File: config.mk
export PLATFORM = sky130hd
export DESIGN_NAME = serial_pkt_framer
export DESIGN_NICKNAME = d
export VERILOG_FILES = /design/src/rtl/serial_pkt_framer.sv
export SDC_FILE = /design/constraint.sdc
export NUM_CORES = 1
export LEC_CHECK = 0
export CORE_MARGIN = 2
export CORE_UTILIZATION = 35
export DETAILED_ROUTE_END_ITERATION = 8
export GPL_ROUTABILITY_DRIVEN = 0
export PLACE_DENSITY_LB_ADDON = 0.2
export SYNTH_ARGS = -nofsm -noshare
export SYNTH_HDL_FRONTEND = slang
export SYNTH_SLANG_ARGS = --single-unit
export TNS_END_PERCENT = 50
File: constraint.sdc
create_clock -name mclk -period 1.8 [get_ports mclk]
set_clock_uncertainty 0.1 [all_clocks]
set_input_delay 0.36 -clock mclk [delete_from_list [all_inputs] [get_ports mclk]]
set_output_delay 0.36 -clock mclk [all_outputs]
set_load 0.02 [all_outputs]
File: src/rtl/serial_pkt_framer.sv
// Transmit-side PPP-style framer: FLAG, byte-stuffed payload, optional FCS-16, FLAG.
// Define SERIAL_PKT_FCS_EN to append the complemented CRC-16/X.25 before the closing FLAG.
module serial_pkt_framer #(
    parameter logic [7:0] FLAG     = 8'h7E,
    parameter logic [7:0] ESC      = 8'h7D,
    parameter logic [7:0] XOR_MASK = 8'h20
) (
    input  logic       mclk,
    input  logic       reset_n,
    input  logic [7:0] in_data,
    input  logic       in_valid,
    input  logic       in_last,
    output logic       in_ready,
    output logic [7:0] tx_data,
    output logic       tx_strobe,
    input  logic       tx_ready,
    output logic       busy
);

    typedef enum logic [3:0] {
        S_IDLE,
        S_SOF,
        S_CHK,
        S_ESC1,
        S_ESC2,
        S_BYTE,
        S_NEXT,
`ifdef SERIAL_PKT_FCS_EN
        S_FCS_LO,
        S_FCS_HI,
`endif
        S_EOF
    } state_t;

    state_t     state_q, state_d;
    logic [7:0] holdData_q, holdData_d;
    logic       holdLast_q, holdLast_d;
    logic [7:0] txData_q, txData_d;
    logic       txStrobe_q, txStrobe_d;
    logic       inReady_q, inReady_d;
    logic       busy_q, busy_d;
    logic       canEmit;
    logic       accept;

`ifdef SERIAL_PKT_FCS_EN
    logic [15:0] fcs_q, fcs_d;
    logic        escPhase_q, escPhase_d;
    logic [7:0]  fcsByte;

    // Reflected CRC-16/X.25 step over one byte, LSB first.
    function automatic logic [15:0] crcUpdate(input logic [15:0] crc, input logic [7:0] data);
        logic [15:0] c;
        c = crc;
        for (int i = 0; i < 8; i++) begin
            if (c[0] ^ data[i]) c = (c >> 1) ^ 16'h8408;
            else                c = c >> 1;
        end
        return c;
    endfunction

    assign fcsByte = (state_q == S_FCS_HI) ? ~fcs_q[15:8] : ~fcs_q[7:0];
`endif

    // The gap cycle after every strobe covers the UART's late ready deassert.
    assign canEmit   = tx_ready && !txStrobe_q;
    assign accept    = in_valid && inReady_q;
    assign in_ready  = inReady_q;
    assign tx_data   = txData_q;
    assign tx_strobe = txStrobe_q;
    assign busy      = busy_q;

    always_ff @(posedge mclk or negedge reset_n) begin
        if (!reset_n) begin
            state_q    <= S_IDLE;
            holdData_q <= 8'h00;
            holdLast_q <= 1'b0;
            txData_q   <= 8'h00;
            txStrobe_q <= 1'b0;
            inReady_q  <= 1'b0;
            busy_q     <= 1'b0;
`ifdef SERIAL_PKT_FCS_EN
            fcs_q      <= 16'h0000;
            escPhase_q <= 1'b0;
`endif
        end else begin
            state_q    <= state_d;
            holdData_q <= holdData_d;
            holdLast_q <= holdLast_d;
            txData_q   <= txData_d;
            txStrobe_q <= txStrobe_d;
            inReady_q  <= inReady_d;
            busy_q     <= busy_d;
`ifdef SERIAL_PKT_FCS_EN
            fcs_q      <= fcs_d;
            escPhase_q <= escPhase_d;
`endif
        end
    end

    always_comb begin
        state_d    = state_q;
        holdData_d = holdData_q;
        holdLast_d = holdLast_q;
        txData_d   = txData_q;
        txStrobe_d = 1'b0;
        busy_d     = busy_q;
`ifdef SERIAL_PKT_FCS_EN
        fcs_d      = fcs_q;
        escPhase_d = escPhase_q;
`endif

        case (state_q)
            S_IDLE: begin
                if (accept) begin
                    holdData_d = in_data;
                    holdLast_d = in_last;
                    busy_d     = 1'b1;
`ifdef SERIAL_PKT_FCS_EN
                    fcs_d      = 16'hFFFF;
`endif
                    state_d    = S_SOF;
                end
            end
            S_SOF: begin
                if (canEmit) begin
                    txStrobe_d = 1'b1;
                    txData_d   = FLAG;
                    state_d    = S_CHK;
                end
            end
            S_CHK: begin
                state_d = ((holdData_q == FLAG) || (holdData_q == ESC)) ? S_ESC1 : S_BYTE;
            end
            S_ESC1: begin
                if (canEmit) begin
                    txStrobe_d = 1'b1;
                    txData_d   = ESC;
                    state_d    = S_ESC2;
                end
            end
            // The FCS absorbs the unescaped byte on the cycle it leaves for the wire.
            S_ESC2, S_BYTE: begin
                if (canEmit) begin
                    txStrobe_d = 1'b1;
                    txData_d   = (state_q == S_ESC2) ? (holdData_q ^ XOR_MASK) : holdData_q;
`ifdef SERIAL_PKT_FCS_EN
                    fcs_d      = crcUpdate(fcs_q, holdData_q);
`endif
                    state_d    = S_NEXT;
                end
            end
            S_NEXT: begin
                if (holdLast_q) begin
`ifdef SERIAL_PKT_FCS_EN
                    escPhase_d = 1'b0;
                    state_d    = S_FCS_LO;
`else
                    state_d    = S_EOF;
`endif
                end else if (accept) begin
                    holdData_d = in_data;
                    holdLast_d = in_last;
                    state_d    = S_CHK;
                end
            end
`ifdef SERIAL_PKT_FCS_EN
            S_FCS_LO, S_FCS_HI: begin
                if (canEmit) begin
                    txStrobe_d = 1'b1;
                    if (((fcsByte == FLAG) || (fcsByte == ESC)) && !escPhase_q) begin
                        txData_d   = ESC;
                        escPhase_d = 1'b1;
                    end else begin
                        txData_d   = escPhase_q ? (fcsByte ^ XOR_MASK) : fcsByte;
                        escPhase_d = 1'b0;
                        state_d    = (state_q == S_FCS_LO) ? S_FCS_HI : S_EOF;
                    end
                end
            end
`endif
            S_EOF: begin
                if (canEmit) begin
                    txStrobe_d = 1'b1;
                    txData_d   = FLAG;
                    busy_d     = 1'b0;
                    state_d    = S_IDLE;
                end
            end
            default: state_d = S_IDLE;
        endcase

        inReady_d = (state_d == S_IDLE) || ((state_d == S_NEXT) && !holdLast_d);
    end

endmodule
# Yosys cells after proc, flatten, opt, wreduce, memory -nomap -nowiden
# Cells that the tools add are included.
# totals
elab_cells	68
ff_bits	24
input_bits	13
out_inout_bits	11
# op_classes
n_eq_ne	16
reduce_logical	18
mux	26
n_bitwise	1
# op_table
op	count
8-bit 2-to-1 mux	5
4-bit 2-to-1 mux	7
4-bit case mux with 7 select lines	1
8-bit case mux with 3 select lines	1
4-bit by 3-bit equality test with 1-bit output, second input constant	5
8-bit by 7-bit equality test with 1-bit output, second input constant	2
8-bit case mux with 2 select lines	1
2-bit != test, second input constant	5
4-bit by 2-bit equality test with 1-bit output, second input constant	2
4-bit zero test	2
1-bit 2-to-1 mux	7
6-bit 2-to-1 mux	1
5-bit OR reduction	1
4-bit by 1-bit equality test with 1-bit output, second input constant	1
1-bit case mux with 2 select lines	2
4-bit AND reduction	1
2-bit nonzero test	2
2-bit OR reduction	2
1-bit logical AND	3
3-bit 2-to-1 mux	1
3-bit AND reduction	1
3-bit nonzero test	1
1-bit zero test	2
1-bit logical OR	2
3 further kinds	3

# Logic depth before layout (Yosys ltp)
# Gate-level depths: netlist of run 1.
# logic_depth
depth_word	7
depth_mapped	7
mapped_depth_nobuf	5

# Worst setup path before layout of run 1
# OpenSTA, ideal clock, no wires.
# synth_path
path_type	reg-to-reg
start	reg holdLast_q
end	reg holdData_q[0]
setup_ps	125
required_time_ps	1575
synth_period_minus_slack_ps	1635
path_stages_with_launch	5
arrival_time_ps	1410
path_slack_ps	165
n_path_buf	0
path_cell_list	dfrtp_1 nand2b_2 mux2_2 nor2_2 mux2_2
# synth_between
elab_chain_cells	2
# synth_lines
element	line_no	rtl
start, declared	37	logic holdLast_q, holdLast_d;
start signal, assigned	88	holdLast_q <= holdLast_d;
2-bit != test (no line)	--	
2-bit AND reduction (no line)	--	
end signal, assigned	87	holdData_q <= holdData_d;
end, declared	36	logic [7:0] holdData_q, holdData_d;
# No other way between the ends.
# A chain may end at the register's enable or synchronous reset.

# Worst setup path in the final report of run 1
# layout_path
start	reg txData_q[7], in the netlist tx_data[7]
end	out tx_data[7]
# layout_lines
element	line_no	rtl
start, declared	38	logic [7:0] txData_q, txData_d;
start signal, assigned	89	txData_q <= txData_d;
end, declared	14	output logic [7:0] tx_data,
# No word-level cell between the ends.

==> flow_summary.yaml, run 1 <==
run_status:
  run_status: "completed"
detailed_routing:
  drtPass1Iterations: 4
  vias_per_cell: 4.97
  final_antenna_net_count: 0
  drt-total-wl_mm: 2.50
  drt_first_iter_violations: 37
  dr_total_vias: 944
  drcViolationCount: 0
  mean_routed_wirelength_per_cell_um: 13.1
power_and_ir_drop:
  share_comb_of_total_power_pct: 42.2
  pwr-share-seq_pct: 44.5
  cellPowerDensity_nw_per_um2: 1340
  power.ir.vdd_worst_v: 0.000768
  netSwitchingFraction_pct: 35.5
  power.clock.fraction_pct: 13.3
  report.power.total_w: 0.00211
  power.leakage_nw: 0.681
  internal_power_w: 0.00136
  switching_power_w: 0.000749
setup_path:
  required_ns: 1.34
  critPathSlowestCell: "sky130_fd_sc_hd__clkdlybuf4s50_1"
  ff2ff_path_depth: 6
  worstPathCellList: "clkdlybuf4s50_1"
  crit_path_max_incr_delay_ns: 0.61
  critical_path.startpoint_type: "register"
  worstSetupPathType: "register to primary output"
  timing.critical_path.depth: 1
  cp_data_arrival_time_ns: 1.29
  crit_path_max_fanout: 2
  critPathTopFamily: "buffers and inverters"
  critPathBufInv: 1
  endpoint_kind: "primary output"
logic_synthesis:
  mappedNetlistNets: 124
  most_frequently_used_cell_type_in_the_post_synthesis_netlist: "sky130_fd_sc_hd__dfrtp_1"
  synthCells: 111
  postSynth.asyncResetShare_pct: 100
  yosys.area.top_type: "sky130_fd_sc_hd__dfrtp_1"
  synth-main-ff-cell: "sky130_fd_sc_hd__dfrtp_1"
  yosysUniqueCellTypes: 35
  post_synth.cell_area_avg_um2: 10.6
  postSynthRegisterBits: 24
  yosys-top-cells-area: "sky130_fd_sc_hd__dfrtp_1 51%, sky130_fd_sc_hd__mux2_2 9.6%, sky130_fd_sc_hd__nand2_1 4.1%"
  yosys.area.top_type_share_pct: 51.0
  netlist_top_cells_count: "24 x sky130_fd_sc_hd__dfrtp_1, 13 x sky130_fd_sc_hd__nand2_1, 11 x sky130_fd_sc_hd__nor2_1"
  seq_area_frac_synth_pct: 51.0
  synth-warning-count: 0
  edff_count_synth: 0
  synthesis.area_um2: 1180
clock_network:
  cts_buffers: 3
  post_cts_hold_buffers: 0
  clk_pin_slew_worst_paths_ns: 0.13
  clock_tree_from_tritoncts: "built"
  maximum_root_to_sink_buffer_count: 2
  cts_sinks: 24
  cts_max_level: 1
  clkLatencyLatePin_ns: 0.31
  ctsRootBufferMaster: "sky130_fd_sc_hd__clkbuf_4"
timing:
  fin_crit_ns: 1.75
  post-route-period-util_pct: 97.1
  slew_viols_final: 0
  setup_violators_final: 0
  fin_tns_setup_ns: 0
  clock.fmax_mhz: 572
  grt_setup_unrepaired: "false"
  finalHoldViolations: 0
floorplanning:
  ios: 24
  core_area_um2: 3280
  floorplan.initialDensity_pct: 35.9
  dieArea_um2: 3850
  floorplan.die.width_um: 62.0
  die_y_um: 62.0
  row_count: 21
job:
  maxCapViolCount: 0
global_route:
  pin_count_of_the_biggest_net_entering_global_routing: 25
  grt_pass1_vias: 888
  grt_antenna_before_repair: 0
  grt_overflow: 0
  grt_first_pass_wirelength_mm: 4.02
  global_route_usage_sum_pct: 14.4
placed_design:
  dpl.hpwl_mm: 1.88
  detailed_place.area_um2: 1530
  placement.io_buffers: 23
final_layout:
  area_growth_syn_to_layout_pct: 33.5
  stdcell_area_um2: 1570
  count_of_antenna_diodes_in_the_layout: 0
  filler_cell_count: 320
  share_of_layout_cells_above_drive_strength_1_pct: 22.9
  num-nets-final: 158
worst_hold_path:
  min-delay-path-class: "primary input to async pin"
==> final timing paths <==
path | startpoint | slack (ns) | endpoint
min in group mclk | tx_data[5] | 0.40 | tx_data[5]
worst max-delay path | tx_data[7] | 0.05 | tx_data[7]
worst min-delay path | reset_n | 0.29 | in_ready
worst max register to register | state_q[2] | 0.09 | in_ready
max in group asynchronous | reset_n | 1.05 | state_q[3]
worst min register to register | tx_data[5] | 0.40 | tx_data[5]
==> through the flow <==
| stage | std cells | util (%) | setup slack, ns | hold slack, ns |
|---|---|---|---|---|
| after floorplan | 111 | - | 0.165 | -0.0356 |
| after global placement | 186 | 46.6 | -0.166 | 0.366 |
| after detailed placement | 186 | 46.6 | -0.219 | 0.376 |
| after CTS | 190 | 47.6 | 0.00259 | 0.300 |
| after global routing | 190 | 47.9 | 0.00176 | 0.317 |
| final | 190 | 47.9 | 0.0524 | 0.293 |
==> cell type report <==
class                      count  area (um^2)  share of cell area, %
sequential                    24          602                   38.2
inverter                       3         11.3                  0.715
multi-input combinational     79          534                   33.9
tap                           46         57.6                   3.66
clock buffer                   4         36.3                   2.31
timing repair buffer          34          333                   21.1
==> registers in the layout (all words and copies together), names as in the netlist <==
| signal | cells |
|---|---|
| tx_strobe | 1 |
| holdData_q | 8 |
| holdLast_q | 1 |
| tx_data | 8 |
| in_ready | 1 |
| busy | 1 |
| state_q | 4 |
==> repair_timing <==
action | CTS | global route
resized for setup | 2 | 5
setup endpoints to repair | 2 | 5
buffers inserted | 0 | 0
==> routing by layer <==
layer  GRT usage (%)  vias up  wire length, um
met1            20.5      468             1210
met2            22.0       17             1160
met5               0        -                0
met3            3.52        2              105
met4            3.65        0               16
li1                -      457                -
==> kinds of logic (layout without fill, tap and decap cells) <==
family          count (synthesis)  after routing  share of synthesized area, %
simple gates                   43             43                          21.0
flops                          24             24                          51.0
compound gates                 23             23                          12.9
mux                            10             10                          9.55
buf+inv                         8             41                          3.72
xor+xnor                        2              2                          1.49
other cells                     1              1                         0.318
==> power by group through the flow <==
stage               clock network, W  registers (W)  logic, W
floorplan                          0        0.00105  0.000419
global placement                   0       0.000947  0.000907
detailed placement                 0       0.000957  0.000920
CTS                         0.000286       0.000946  0.000906
global route                0.000307       0.000979  0.000975
finish                      0.000280       0.000940  0.000890
==> cells in the final DEF (no fill, tap or decap), drive strengths merged <==
master and count:
dfrtp 24, clkdlybuf4s50 17, nand2 13, nor2 12
buf 11, mux2 10, o21ai 8, a21oi 4
dlymetal6s2s 4, clkbuf 4, or3 3, inv 3
nand4b 3, o22ai 3, nand2b 3, xnor2 2
nor3 2, a211oi 2, o211ai 2, dlygate4sd2 2
nor2b 2, nand4bb 1, o21ba 1, o221ai 1
and3 1, a311o 1, o2bb2ai 1, or2 1
nor3b 1, nand3 1, conb 1
No activity file was read; power rests on OpenSTA's default activity.
==> run 2, diff against run 1 <==
--- a/config.mk
+++ b/config.mk
@@ -10,6 +10,7 @@
 export DETAILED_ROUTE_END_ITERATION = 8
 export GPL_ROUTABILITY_DRIVEN = 0
 export PLACE_DENSITY_LB_ADDON = 0.2
+export SLEW_MARGIN = 20
 export SYNTH_ARGS = -nofsm -noshare
 export SYNTH_HDL_FRONTEND = slang
 export SYNTH_SLANG_ARGS = --single-unit
==> results of run 2 <==
Same layout as run 1: the final DEF is identical, and so are final timing and power.
==> run 3, diff against run 2 <==
--- a/config.mk
+++ b/config.mk
@@ -5,8 +5,7 @@
 export SDC_FILE = /design/constraint.sdc
 export NUM_CORES = 1
 export LEC_CHECK = 0
-export CORE_MARGIN = 2
-export CORE_UTILIZATION = 35
+export CORE_UTILIZATION = 40
 export DETAILED_ROUTE_END_ITERATION = 8
 export GPL_ROUTABILITY_DRIVEN = 0
 export PLACE_DENSITY_LB_ADDON = 0.2
==> constraint.sdc (replaced) <==
create_clock -name mclk -period 1.55 [get_ports mclk]
set_clock_uncertainty 0.1 [all_clocks]
set_input_delay 0.31 -clock mclk [delete_from_list [all_inputs] [get_ports mclk]]
set_output_delay 0.31 -clock mclk [all_outputs]
set_load 0.02 [all_outputs]
==> flow_summary.yaml, run 3 (synthesis results as in run 1) <==
placed_design:
  placement.io_buffers: 23
  dp.cells: 184
  detailedPlace.worstSlack_ns: -0.375
  dpl.hpwl_mm: 1.94
clock_network:
  cts_sinks: 24
  ctsRootBufferMaster: "sky130_fd_sc_hd__clkbuf_4"
  clkLatencyLatePin_ns: 0.32
  maximum_root_to_sink_buffer_count: 2
  cts_buffers: 3
  cts_max_level: 1
  clock_tree_from_tritoncts: "built"
  clk_pin_slew_worst_paths_ns: 0.14
  post_cts_hold_buffers: 0
final_layout:
  layout.cells.most_common_list: "27 x sky130_fd_sc_hd__buf_4, 22 x sky130_fd_sc_hd__dfrtp_1, 13 x sky130_fd_sc_hd__nand2_1"
  final_cells: 194
  count_of_antenna_diodes_in_the_layout: 0
  layout_commonest_cell: "sky130_fd_sc_hd__buf_4"
  area_growth_syn_to_layout_pct: 50.8
  share_of_layout_cells_above_drive_strength_1_pct: 36.2
  num-nets-final: 177
floorplanning:
  row_count: 19
  ios: 24
  floorplan.initialDensity_pct: 42.4
  floorplan.die.width_um: 56.3
  dieArea_um2: 3170
  core_area_um2: 2780
  die_y_um: 56.3
timing:
  clock.fmax_mhz: 609
  fin_crit_ns: 1.64
  slew_viols_final: 0
  grt_setup_unrepaired: "true"
  setup_violators_final: 9
  postLayoutSetupSlackWorst_ns: -0.0918
  finalHoldViolations: 0
  post-route-period-util_pct: 106
detailed_routing:
  drcViolationCount: 0
  drtPass1Iterations: 4
  mean_routed_wirelength_per_cell_um: 14.5
  drt-total-wl_mm: 2.81
  dr_total_vias: 1024
  final_antenna_net_count: 0
  vias_per_cell: 5.28
  drt_first_iter_violations: 20
run_status:
  violations: "negative setup slack"
  run_status: "finished with violations"
global_route:
  grt_overflow: 0
  pin_count_of_the_biggest_net_entering_global_routing: 25
  global_route_usage_sum_pct: 18.0
  grt_first_pass_wirelength_mm: 4.50
  grt_pass1_vias: 1027
  grt_antenna_before_repair: 0
setup_path:
  worstSetupPathType: "register to register"
  rr_startpoint: "state_q[2]"
  critical_path.startpoint_type: "register"
  endpoint_kind: "register"
  cp-startpoint: "state_q[2]"
  required_ns: 1.71
  worstSetupEndpoint: "in_ready"
  crit_path_max_fanout: 5
  critPathBufInv: 2
  ff2ff_path_depth: 6
  cp_data_arrival_time_ns: 1.81
  timing.critical_path.depth: 6
  crit_path_max_incr_delay_ns: 0.46
  critPathTopFamily: "flip-flops"
  rr_endpoint: "in_ready"
  worstPathCellList: "buf_6 > clkinvlp_4 > mux2_4 > o221ai_4 > o211ai_1 > a21oi_1"
  critPathSlowestCell: "sky130_fd_sc_hd__dfrtp_2"
  ff2ff_setup_slack_ns: -0.09
power_and_ir_drop:
  power.leakage_nw: 0.803
  cellPowerDensity_nw_per_um2: 1550
  power.ir.vdd_worst_v: 0.000923
worst_hold_path:
  min-delay-path-class: "primary input to async pin"
job:
  maxCapViolCount: 0
[run 3: cell count changes in the layout (fill, tap and decap cells not counted), moves of 4 or more]
| cell | delta |
|---|---|
| sky130_fd_sc_hd__mux2_2 | -10 |
| sky130_fd_sc_hd__buf_4 | +17 |
| sky130_fd_sc_hd__dlymetal6s2s_1 | -4 |
| sky130_fd_sc_hd__dlygate4sd2_1 | +8 |
| sky130_fd_sc_hd__mux2_4 | +10 |
| sky130_fd_sc_hd__clkdlybuf4s50_1 | -5 |
[run 3: repair_timing]
| action | CTS | global route |
|---|---|---|
| pin swaps | 1 | 5 |
| setup buffers | 1 | 5 |
| setup endpoints to repair | 26 | 19 |
| resized for setup | 19 | 16 |
[run 3: how the worst min path moves through the flow]
stage                          start       endpoint  slack [ns]
after global placement    tx_data[4]     tx_data[4]        0.36
after global routing         reset_n  holdData_q[1]        0.25
after floorplan              reset_n           busy       -0.09
final                        reset_n     state_q[1]        0.22
after CTS                    reset_n       in_ready        0.24
after detailed placement  tx_data[4]     tx_data[4]        0.37
[run 3: metal layers]
metal  global-route usage [%]  part of all wire [%]  up-vias
met5                        0                     0        -
met4                     6.62                   1.7        0
met3                     2.30                   4.0        6
met2                     28.4                    49       25
met1                     25.5                    46      500
li1                         -                     -      493
[run 3: report_power, final]
part	total [W]	leakage, nW	internal, W	switching [W]
combinational	0.00134	0.496	0.000739	0.000603
clock	0.000345	0.0210	0.000144	0.000201
sequential	0.00107	0.286	0.000886	0.000182
total	0.00275	0.803	0.00177	0.000986
[run 3: final cells by class]
type / instances / area (um^2)
clock buffer: 4 / 36.3
fill: 215 / 1000
inverter: 3 / 15.0
multi-input combinational: 79 / 622
sequential: 24 / 603
tap: 31 / 38.8
timing repair buffer: 53 / 463
[run 3: per-stage QoR]
| step | power (W) | area (um^2) | util (%) | TNS, ns | hold slack, ns |
|---|---|---|---|---|---|
| 6_report | 0.00275 | 1780 | 63.9 | -0.363 | 0.224 |
| 5_1_grt | 0.00292 | 1780 | 63.9 | -0.848 | 0.254 |
| 4_1_cts | 0.00262 | 1670 | 59.9 | -0.700 | 0.238 |
| 3_5_place_dp | 0.00231 | 1610 | 57.8 | -5.08 | 0.369 |
| 3_3_place_gp | 0.00227 | 1610 | 57.8 | -4.60 | 0.361 |
| 2_1_floorplan | 0.00171 | 1190 | - | -0.0396 | -0.0856 |
